==> src/rtl/oled_layer_arbiter_if.sv <==
// Bundles the oled pixel-request handshake, the two pixel-source ports and the
// requested overlay window of the layer arbiter.
interface oled_layer_arbiter_if;
  logic        read;
  logic [5:0]  row_idx;
  logic [6:0]  column_idx;
  logic [15:0] data_rgb;
  logic        ack;
  logic        read0;
  logic        read1;
  logic [5:0]  src_row_idx;
  logic [6:0]  src_column_idx;
  logic [15:0] data0;
  logic [15:0] data1;
  logic        ack0;
  logic        ack1;
  logic [6:0]  win_x;
  logic [5:0]  win_y;
  logic        win_en;
  logic        frame_done;
  logic        timeout_flag;

  modport slave (
    input  read, row_idx, column_idx, data0, data1, ack0, ack1, win_x, win_y, win_en,
    output data_rgb, ack, read0, read1, src_row_idx, src_column_idx, frame_done, timeout_flag
  );

  modport master (
    output read, row_idx, column_idx, data0, data1, ack0, ack1, win_x, win_y, win_en,
    input  data_rgb, ack, read0, read1, src_row_idx, src_column_idx, frame_done, timeout_flag
  );
endinterface

==> src/rtl/oled_layer_arbiter.sv <==
// Steers each oled pixel read to the background or overlay source, returns the
// reply, and substitutes a fallback colour when the selected source times out.
module oled_layer_arbiter #(
  parameter int          WIDTH    = 96,
  parameter int          HEIGHT   = 64,
  parameter int          WIN_W    = 16,
  parameter int          WIN_H    = 16,
  parameter int          TIMEOUT  = 15,
  parameter logic [15:0] FALLBACK = 16'hF81F
) (
  input logic             clk,
  input logic             reset,
  oled_layer_arbiter_if.slave bus
);
  localparam int CW = $clog2(TIMEOUT) + 1;
  localparam logic [0:0] S_IDLE = 1'b0;
  localparam logic [0:0] S_WAIT = 1'b1;

  logic [0:0]    state_q, state_d;
  logic          sel_q, sel_d;
  logic          last_q, last_d;
  logic [CW-1:0] cnt_q, cnt_d;
  logic [6:0]    ax_q, ax_d;
  logic [5:0]    ay_q, ay_d;
  logic          aen_q, aen_d;
  logic [15:0]   data_q, data_d;
  logic          ack_q, ack_d;
  logic          read0_q, read0_d;
  logic          read1_q, read1_d;
  logic          frame_q, frame_d;
  logic          tflag_q, tflag_d;
  logic [5:0]    srow_q, srow_d;
  logic [6:0]    scol_q, scol_d;

  logic          first_px_s;
  logic [6:0]    cur_x_s;
  logic [5:0]    cur_y_s;
  logic          cur_en_s;
  logic [7:0]    col8_s, row8_s, x8_s, y8_s;
  logic          hit_s;
  logic          sel_ack_s;
  logic [15:0]   sel_data_s;

  // The frame's first pixel tests against the live window inputs; the rest use the latched copy.
  assign first_px_s = (bus.row_idx == 6'd0) && (bus.column_idx == 7'd0);
  assign cur_x_s    = first_px_s ? bus.win_x  : ax_q;
  assign cur_y_s    = first_px_s ? bus.win_y  : ay_q;
  assign cur_en_s   = first_px_s ? bus.win_en : aen_q;
  assign col8_s     = {1'b0, bus.column_idx};
  assign row8_s     = {2'b00, bus.row_idx};
  assign x8_s       = {1'b0, cur_x_s};
  assign y8_s       = {2'b00, cur_y_s};
  assign hit_s      = cur_en_s && (col8_s >= x8_s) && (col8_s < x8_s + 8'(WIN_W)) &&
                      (row8_s >= y8_s) && (row8_s < y8_s + 8'(WIN_H));
  assign sel_ack_s  = sel_q ? bus.ack1  : bus.ack0;
  assign sel_data_s = sel_q ? bus.data1 : bus.data0;

  // Next-state logic for the request/wait handshake.
  always_comb begin
    state_d = state_q;
    sel_d   = sel_q;
    last_d  = last_q;
    cnt_d   = cnt_q;
    ax_d    = ax_q;
    ay_d    = ay_q;
    aen_d   = aen_q;
    data_d  = data_q;
    ack_d   = 1'b0;
    read0_d = 1'b0;
    read1_d = 1'b0;
    frame_d = 1'b0;
    tflag_d = tflag_q;
    srow_d  = srow_q;
    scol_d  = scol_q;
    case (state_q)
      S_IDLE: begin
        if (bus.read) begin
          state_d = S_WAIT;
          cnt_d   = '0;
          sel_d   = hit_s;
          last_d  = (bus.row_idx == 6'(HEIGHT - 1)) && (bus.column_idx == 7'(WIDTH - 1));
          read0_d = ~hit_s;
          read1_d = hit_s;
          if (hit_s) begin
            srow_d = bus.row_idx - cur_y_s;
            scol_d = bus.column_idx - cur_x_s;
          end else begin
            srow_d = bus.row_idx;
            scol_d = bus.column_idx;
          end
          if (first_px_s) begin
            ax_d  = bus.win_x;
            ay_d  = bus.win_y;
            aen_d = bus.win_en;
          end else begin
            aen_d = aen_q;
          end
        end else begin
          state_d = S_IDLE;
        end
      end
      S_WAIT: begin
        if (sel_ack_s) begin
          state_d = S_IDLE;
          data_d  = sel_data_s;
          ack_d   = 1'b1;
          frame_d = last_q;
        end else if (cnt_q == CW'(TIMEOUT - 1)) begin
          state_d = S_IDLE;
          data_d  = FALLBACK;
          ack_d   = 1'b1;
          frame_d = last_q;
          tflag_d = 1'b1;
        end else begin
          cnt_d = cnt_q + CW'(1);
        end
      end
      default: begin
        state_d = S_IDLE;
      end
    endcase
  end

  // State and output registers with synchronous reset.
  always_ff @(posedge clk) begin
    if (reset) begin
      state_q <= S_IDLE;
      sel_q   <= 1'b0;
      last_q  <= 1'b0;
      cnt_q   <= '0;
      ax_q    <= 7'd0;
      ay_q    <= 6'd0;
      aen_q   <= 1'b0;
      data_q  <= 16'd0;
      ack_q   <= 1'b0;
      read0_q <= 1'b0;
      read1_q <= 1'b0;
      frame_q <= 1'b0;
      tflag_q <= 1'b0;
      srow_q  <= 6'd0;
      scol_q  <= 7'd0;
    end else begin
      state_q <= state_d;
      sel_q   <= sel_d;
      last_q  <= last_d;
      cnt_q   <= cnt_d;
      ax_q    <= ax_d;
      ay_q    <= ay_d;
      aen_q   <= aen_d;
      data_q  <= data_d;
      ack_q   <= ack_d;
      read0_q <= read0_d;
      read1_q <= read1_d;
      frame_q <= frame_d;
      tflag_q <= tflag_d;
      srow_q  <= srow_d;
      scol_q  <= scol_d;
    end
  end

  assign bus.data_rgb       = data_q;
  assign bus.ack            = ack_q;
  assign bus.read0          = read0_q;
  assign bus.read1          = read1_q;
  assign bus.src_row_idx    = srow_q;
  assign bus.src_column_idx = scol_q;
  assign bus.frame_done     = frame_q;
  assign bus.timeout_flag   = tflag_q;
endmodule
==> src/flat_wrapper.sv <==
// flat-port wrapper written by rule: the top's interface ports become plain ports
module oled_layer_arbiter_flat 
#(
  parameter int          WIDTH    = 96,
  parameter int          HEIGHT   = 64,
  parameter int          WIN_W    = 16,
  parameter int          WIN_H    = 16,
  parameter int          TIMEOUT  = 15,
  parameter logic [15:0] FALLBACK = 16'hF81F
)
  (clk, reset, bus_read, bus_row_idx, bus_column_idx, bus_data0, bus_data1, bus_ack0, bus_ack1, bus_win_x, bus_win_y, bus_win_en, bus_data_rgb, bus_ack, bus_read0, bus_read1, bus_src_row_idx, bus_src_column_idx, bus_frame_done, bus_timeout_flag);
  oled_layer_arbiter_if bus_i ();
  input logic clk;
  input logic reset;
  input wire logic [$bits(bus_i.read)-1:0] bus_read;
  input wire logic [$bits(bus_i.row_idx)-1:0] bus_row_idx;
  input wire logic [$bits(bus_i.column_idx)-1:0] bus_column_idx;
  input wire logic [$bits(bus_i.data0)-1:0] bus_data0;
  input wire logic [$bits(bus_i.data1)-1:0] bus_data1;
  input wire logic [$bits(bus_i.ack0)-1:0] bus_ack0;
  input wire logic [$bits(bus_i.ack1)-1:0] bus_ack1;
  input wire logic [$bits(bus_i.win_x)-1:0] bus_win_x;
  input wire logic [$bits(bus_i.win_y)-1:0] bus_win_y;
  input wire logic [$bits(bus_i.win_en)-1:0] bus_win_en;
  output wire logic [$bits(bus_i.data_rgb)-1:0] bus_data_rgb;
  output wire logic [$bits(bus_i.ack)-1:0] bus_ack;
  output wire logic [$bits(bus_i.read0)-1:0] bus_read0;
  output wire logic [$bits(bus_i.read1)-1:0] bus_read1;
  output wire logic [$bits(bus_i.src_row_idx)-1:0] bus_src_row_idx;
  output wire logic [$bits(bus_i.src_column_idx)-1:0] bus_src_column_idx;
  output wire logic [$bits(bus_i.frame_done)-1:0] bus_frame_done;
  output wire logic [$bits(bus_i.timeout_flag)-1:0] bus_timeout_flag;
  assign bus_i.read = bus_read;
  assign bus_i.row_idx = bus_row_idx;
  assign bus_i.column_idx = bus_column_idx;
  assign bus_i.data0 = bus_data0;
  assign bus_i.data1 = bus_data1;
  assign bus_i.ack0 = bus_ack0;
  assign bus_i.ack1 = bus_ack1;
  assign bus_i.win_x = bus_win_x;
  assign bus_i.win_y = bus_win_y;
  assign bus_i.win_en = bus_win_en;
  assign bus_data_rgb = bus_i.data_rgb;
  assign bus_ack = bus_i.ack;
  assign bus_read0 = bus_i.read0;
  assign bus_read1 = bus_i.read1;
  assign bus_src_row_idx = bus_i.src_row_idx;
  assign bus_src_column_idx = bus_i.src_column_idx;
  assign bus_frame_done = bus_i.frame_done;
  assign bus_timeout_flag = bus_i.timeout_flag;
  oled_layer_arbiter #(.WIDTH(WIDTH), .HEIGHT(HEIGHT), .WIN_W(WIN_W), .WIN_H(WIN_H), .TIMEOUT(TIMEOUT), .FALLBACK(FALLBACK)) u_core (.clk(clk), .reset(reset), .bus(bus_i));
endmodule
==> config.mk <==
export PLATFORM = sky130hd
export DESIGN_NAME = oled_layer_arbiter_flat
export DESIGN_NICKNAME = d
export VERILOG_FILES = /design/src/rtl/oled_layer_arbiter_if.sv /design/src/rtl/oled_layer_arbiter.sv /design/src/flat_wrapper.sv
export SDC_FILE = /design/constraint.sdc
export NUM_CORES = 1
export LEC_CHECK = 0
export ABC_AREA = 1
export CELL_PAD_IN_SITES_DETAIL_PLACEMENT = 0
export CELL_PAD_IN_SITES_GLOBAL_PLACEMENT = 1
export CORE_MARGIN = 3
export CORE_UTILIZATION = 34
export CTS_CLUSTER_DIAMETER = 150
export DETAILED_ROUTE_END_ITERATION = 12
export PLACE_DENSITY = 0.78
export RECOVER_POWER = 50
export SLEW_MARGIN = 20
export SYNTH_ARGS = -nofsm -noshare
export SYNTH_HDL_FRONTEND = slang
export SYNTH_SLANG_ARGS = --single-unit
export TNS_END_PERCENT = 20
==> constraint.sdc <==
create_clock -name clk -period 3.6 [get_ports clk]
set_clock_uncertainty 0.15 [all_clocks]
set_input_delay 0.54 -clock clk [delete_from_list [all_inputs] [get_ports clk]]
set_output_delay 0.54 -clock clk [all_outputs]
set_load 0.02 [all_outputs]
==> flow_summary.yaml <==
timing:
  setup-violations-final: 0
  fmax_ghz: 0.297
  worstMarginPinSlew_ps: 678
  maxSlewViolCount: 0
  period_share_pct: 93.6
  slew_headroom_pct: 54.8
  hold_slack_ps: 305
  hold_viol_final: 0
  fin_crit_ps: 3370
  finalSetupTns_ps: 0
cells_and_area:
  fillers: 949
  ff_latch_area_mm2: 0.00112
  stdcell_count: 740
  final_nets: 697
  antenna_cells: 0
  drive_above_1_share_pct: 16.4
  final_cell_area_mm2: 0.00495
  multi_input_area_mm2: 0.00202
  syn_to_final_growth_pct: 44.8
logic_synthesis:
  yosysSeqAreaShare_pct: 32.8
  syn_inst: 475
  ys_ff_latch: 56
  syn_area_mm2: 0.00342
  synth_fp_nets: 560
  async_flop_share_pct: 0
  ys_warn_count: 0
  ys_dominant_reg_cell: "dfxtp_1"
  synth_edf_count: 0
  synth_cell_types: 37
  syn_area_per_cell_um2: 7.19
place:
  dp_cells: 734
  io_buffer_count: 97
  dpl_cell_area_mm2: 0.00483
  hpwl_um: 7670
  place.gp.congestion: 0.854
min_path:
  hold_path_class: "reg2reg"
clock_tree:
  clkTransAtPathRegs_ps: 90
  clk_path_buf_depth: 2
  clkLatencyLatePin_ps: 300
  cts_root_buffer: "clkbuf_8"
  cts_resized: 0
  ctsHoldBuffers: 0
  cts_tree: "done"
  post_cts_buffers: 0
  htree_levels: 2
  numClockSinks: 56
  cts_buffers: 5
outcome:
  status: "completed"
global_routing:
  grt_pass1_vias: 3513
  grt_pass1_wl_um: 16000
  gr-total-overflow: 0
  grt_usage_pct: 17.3
  grt_max_degree: 28
  antenna_found_initial: 0
power_and_ir_drop:
  ir_drop_uv: 174
  cellPowerDensity_mw_per_mm2: 271
  p_leak_uw: 0.00235
floorplanning:
  dieHeight_um: 106
  die_area_mm2: 0.0113
  initial_core_util_pct: 35.9
  rows: 35
  coreArea_mm2: 0.00950
  num_io_pins: 98
  die_width_um: 106
setup_path:
  crit_fanout: 15
  crit_arrival_ps: 3420
  cp_top_family: "simple AND/OR/NAND/NOR gates"
  reg2reg_setup_slack_ps: 990
  startpoint_type: "primary input"
  crit_type: "in2reg"
  crit_required_ps: 3640
  path_buf_inv: 4
  critPathMaxStageDelay_ps: 450
  cp-end-kind: "register"
  crit_slowest_cell: "clkdlybuf4s50_1"
  crit_chain: "clkdlybuf4s50_1 > or2_4 > nor2_8 > nand2_4 > buf_4 > o21ai_0 > ha_1 > inv_1 > o21bai_1 > a21oi_1 > nor2_1 > nand3_1 > nand2_1 > nand2_1 > nand2_1 > nand2_8 > clkinv_8 > nand3_1 > nand3_1"
routing:
  wl_per_cell_um: 12.9
  ant_nets: 0
  firstDrtPassIters: 4
  avgViaCountPerCell: 4.68
  wirelength_um: 9550
  drtIter0Drc: 142
  vias: 3463
  drc_errors: 0
run:
  drv_cap: 0
## layout by cell type, fill, tap and decap left out, types with 9 or more instances in the layout
cell,instances
nand3_2,20
o21ai_0,31
inv_1,50
dfxtp_1,56
ha_1,19
nand2_2,9
buf_4,48
a21oi_1,29
a31oi_1,11
nand2_1,121
nand3_1,39
dlygate4sd3_1,34
clkdlybuf4s50_1,63
nor2_1,26
## layout make-up
type | count | share of cell area, %
sequential | 56 | 22.7
timing repair buffer | 147 | 27.1
clock inverter | 1 | 0.607
tap | 129 | 3.26
multi-input combinational | 349 | 40.7
clock buffer | 5 | 1.39
inverter | 53 | 4.27
## path summary, 6_finish.rpt
kind	from	to	cells after the start
max	bus_row_idx[5]	u_core.bus.src_column_idx[0]	19
min	u_core.bus.src_column_idx[6]	u_core.bus.src_column_idx[6]	2
max reg2reg	u_core.sel_q	u_core.cnt_q[4]	11
min reg2reg	u_core.bus.src_column_idx[6]	u_core.bus.src_column_idx[6]	2
## layer usage
| layer | share of wire, % | GRT usage, % |
|---|---|---|
| met5 | 0 | 0 |
| met4 | 1.5 | 4.26 |
| met3 | 6.7 | 4.86 |
| met2 | 49 | 31.3 |
| met1 | 43 | 20.0 |
## worst reg2reg max path, stage by stage (launching register included)
cell and delay, ps:
dfxtp_1 580, inv_1 350, or2_1 300, o21ai_0 150, inv_1 70, nor2_1 90, inv_1 60, nor2_1 220
nor2_1 160, nor3_2 150, o21ai_0 90, a211oi_1 170
## power breakdown
part | internal [uW] | switching (uW)
clock network | 200 | 196
logic | 149 | 147
registers | 641 | 10.5
total | 990 | 353
## synthesized netlist by cell type, types with 3 or more instances
| master | count | share of area, % |
|---|---|---|
| a21oi_1 | 29 | 4.2 |
| dfxtp_1 | 56 | 33 |
| xor2_1 | 6 | 1.5 |
| o21ai_0 | 32 | 4.7 |
| buf_2 | 3 | 0.44 |
| nand2_4 | 3 | 0.99 |
| o21bai_1 | 3 | 0.66 |
| clkbuf_1 | 11 | 1.2 |
| ha_1 | 19 | 7.0 |
| nand3_1 | 39 | 5.7 |
| inv_2 | 3 | 0.33 |
| nor2_2 | 3 | 0.55 |
| nor2_1 | 28 | 3.1 |
| nand4_1 | 3 | 0.55 |
| inv_1 | 49 | 5.4 |
| nand3_2 | 20 | 5.9 |
| nand2_2 | 6 | 1.1 |
| a31oi_1 | 11 | 2.0 |
| nand2_1 | 124 | 14 |
| xnor2_1 | 4 | 1.0 |
## through the flow
stage          utilization (%)  setup slack [ps]  power, uW
2_1_floorplan                -               348        796
3_3_place_gp              50.8              -113        969
3_5_place_dp              50.8              -202        969
4_1_cts                   51.8               123       1370
5_1_grt                   52.1             -8.08       1410
6_report                  52.1               229       1340
## registers in the layout (all words and copies together), names as in the netlist, 5 cells and up, named ones only
signal,count
u_core.ax_q,6
u_core.ay_q,6
u_core.bus.data_rgb,16
u_core.bus.src_column_idx,7
u_core.bus.src_row_idx,6
u_core.cnt_q,5
## cells by family (layout without fill, tap and decap cells)
kind of cell	after synthesis	in the layout	synth area share, %
simple gates	237	237	34.7
compound gates	81	81	13.0
buf+inv	70	206	8.79
flops	56	56	32.8
fa+ha+maj	21	21	8.13
xor+xnor	10	10	2.56
No activity file was read; power rests on OpenSTA's default activity.
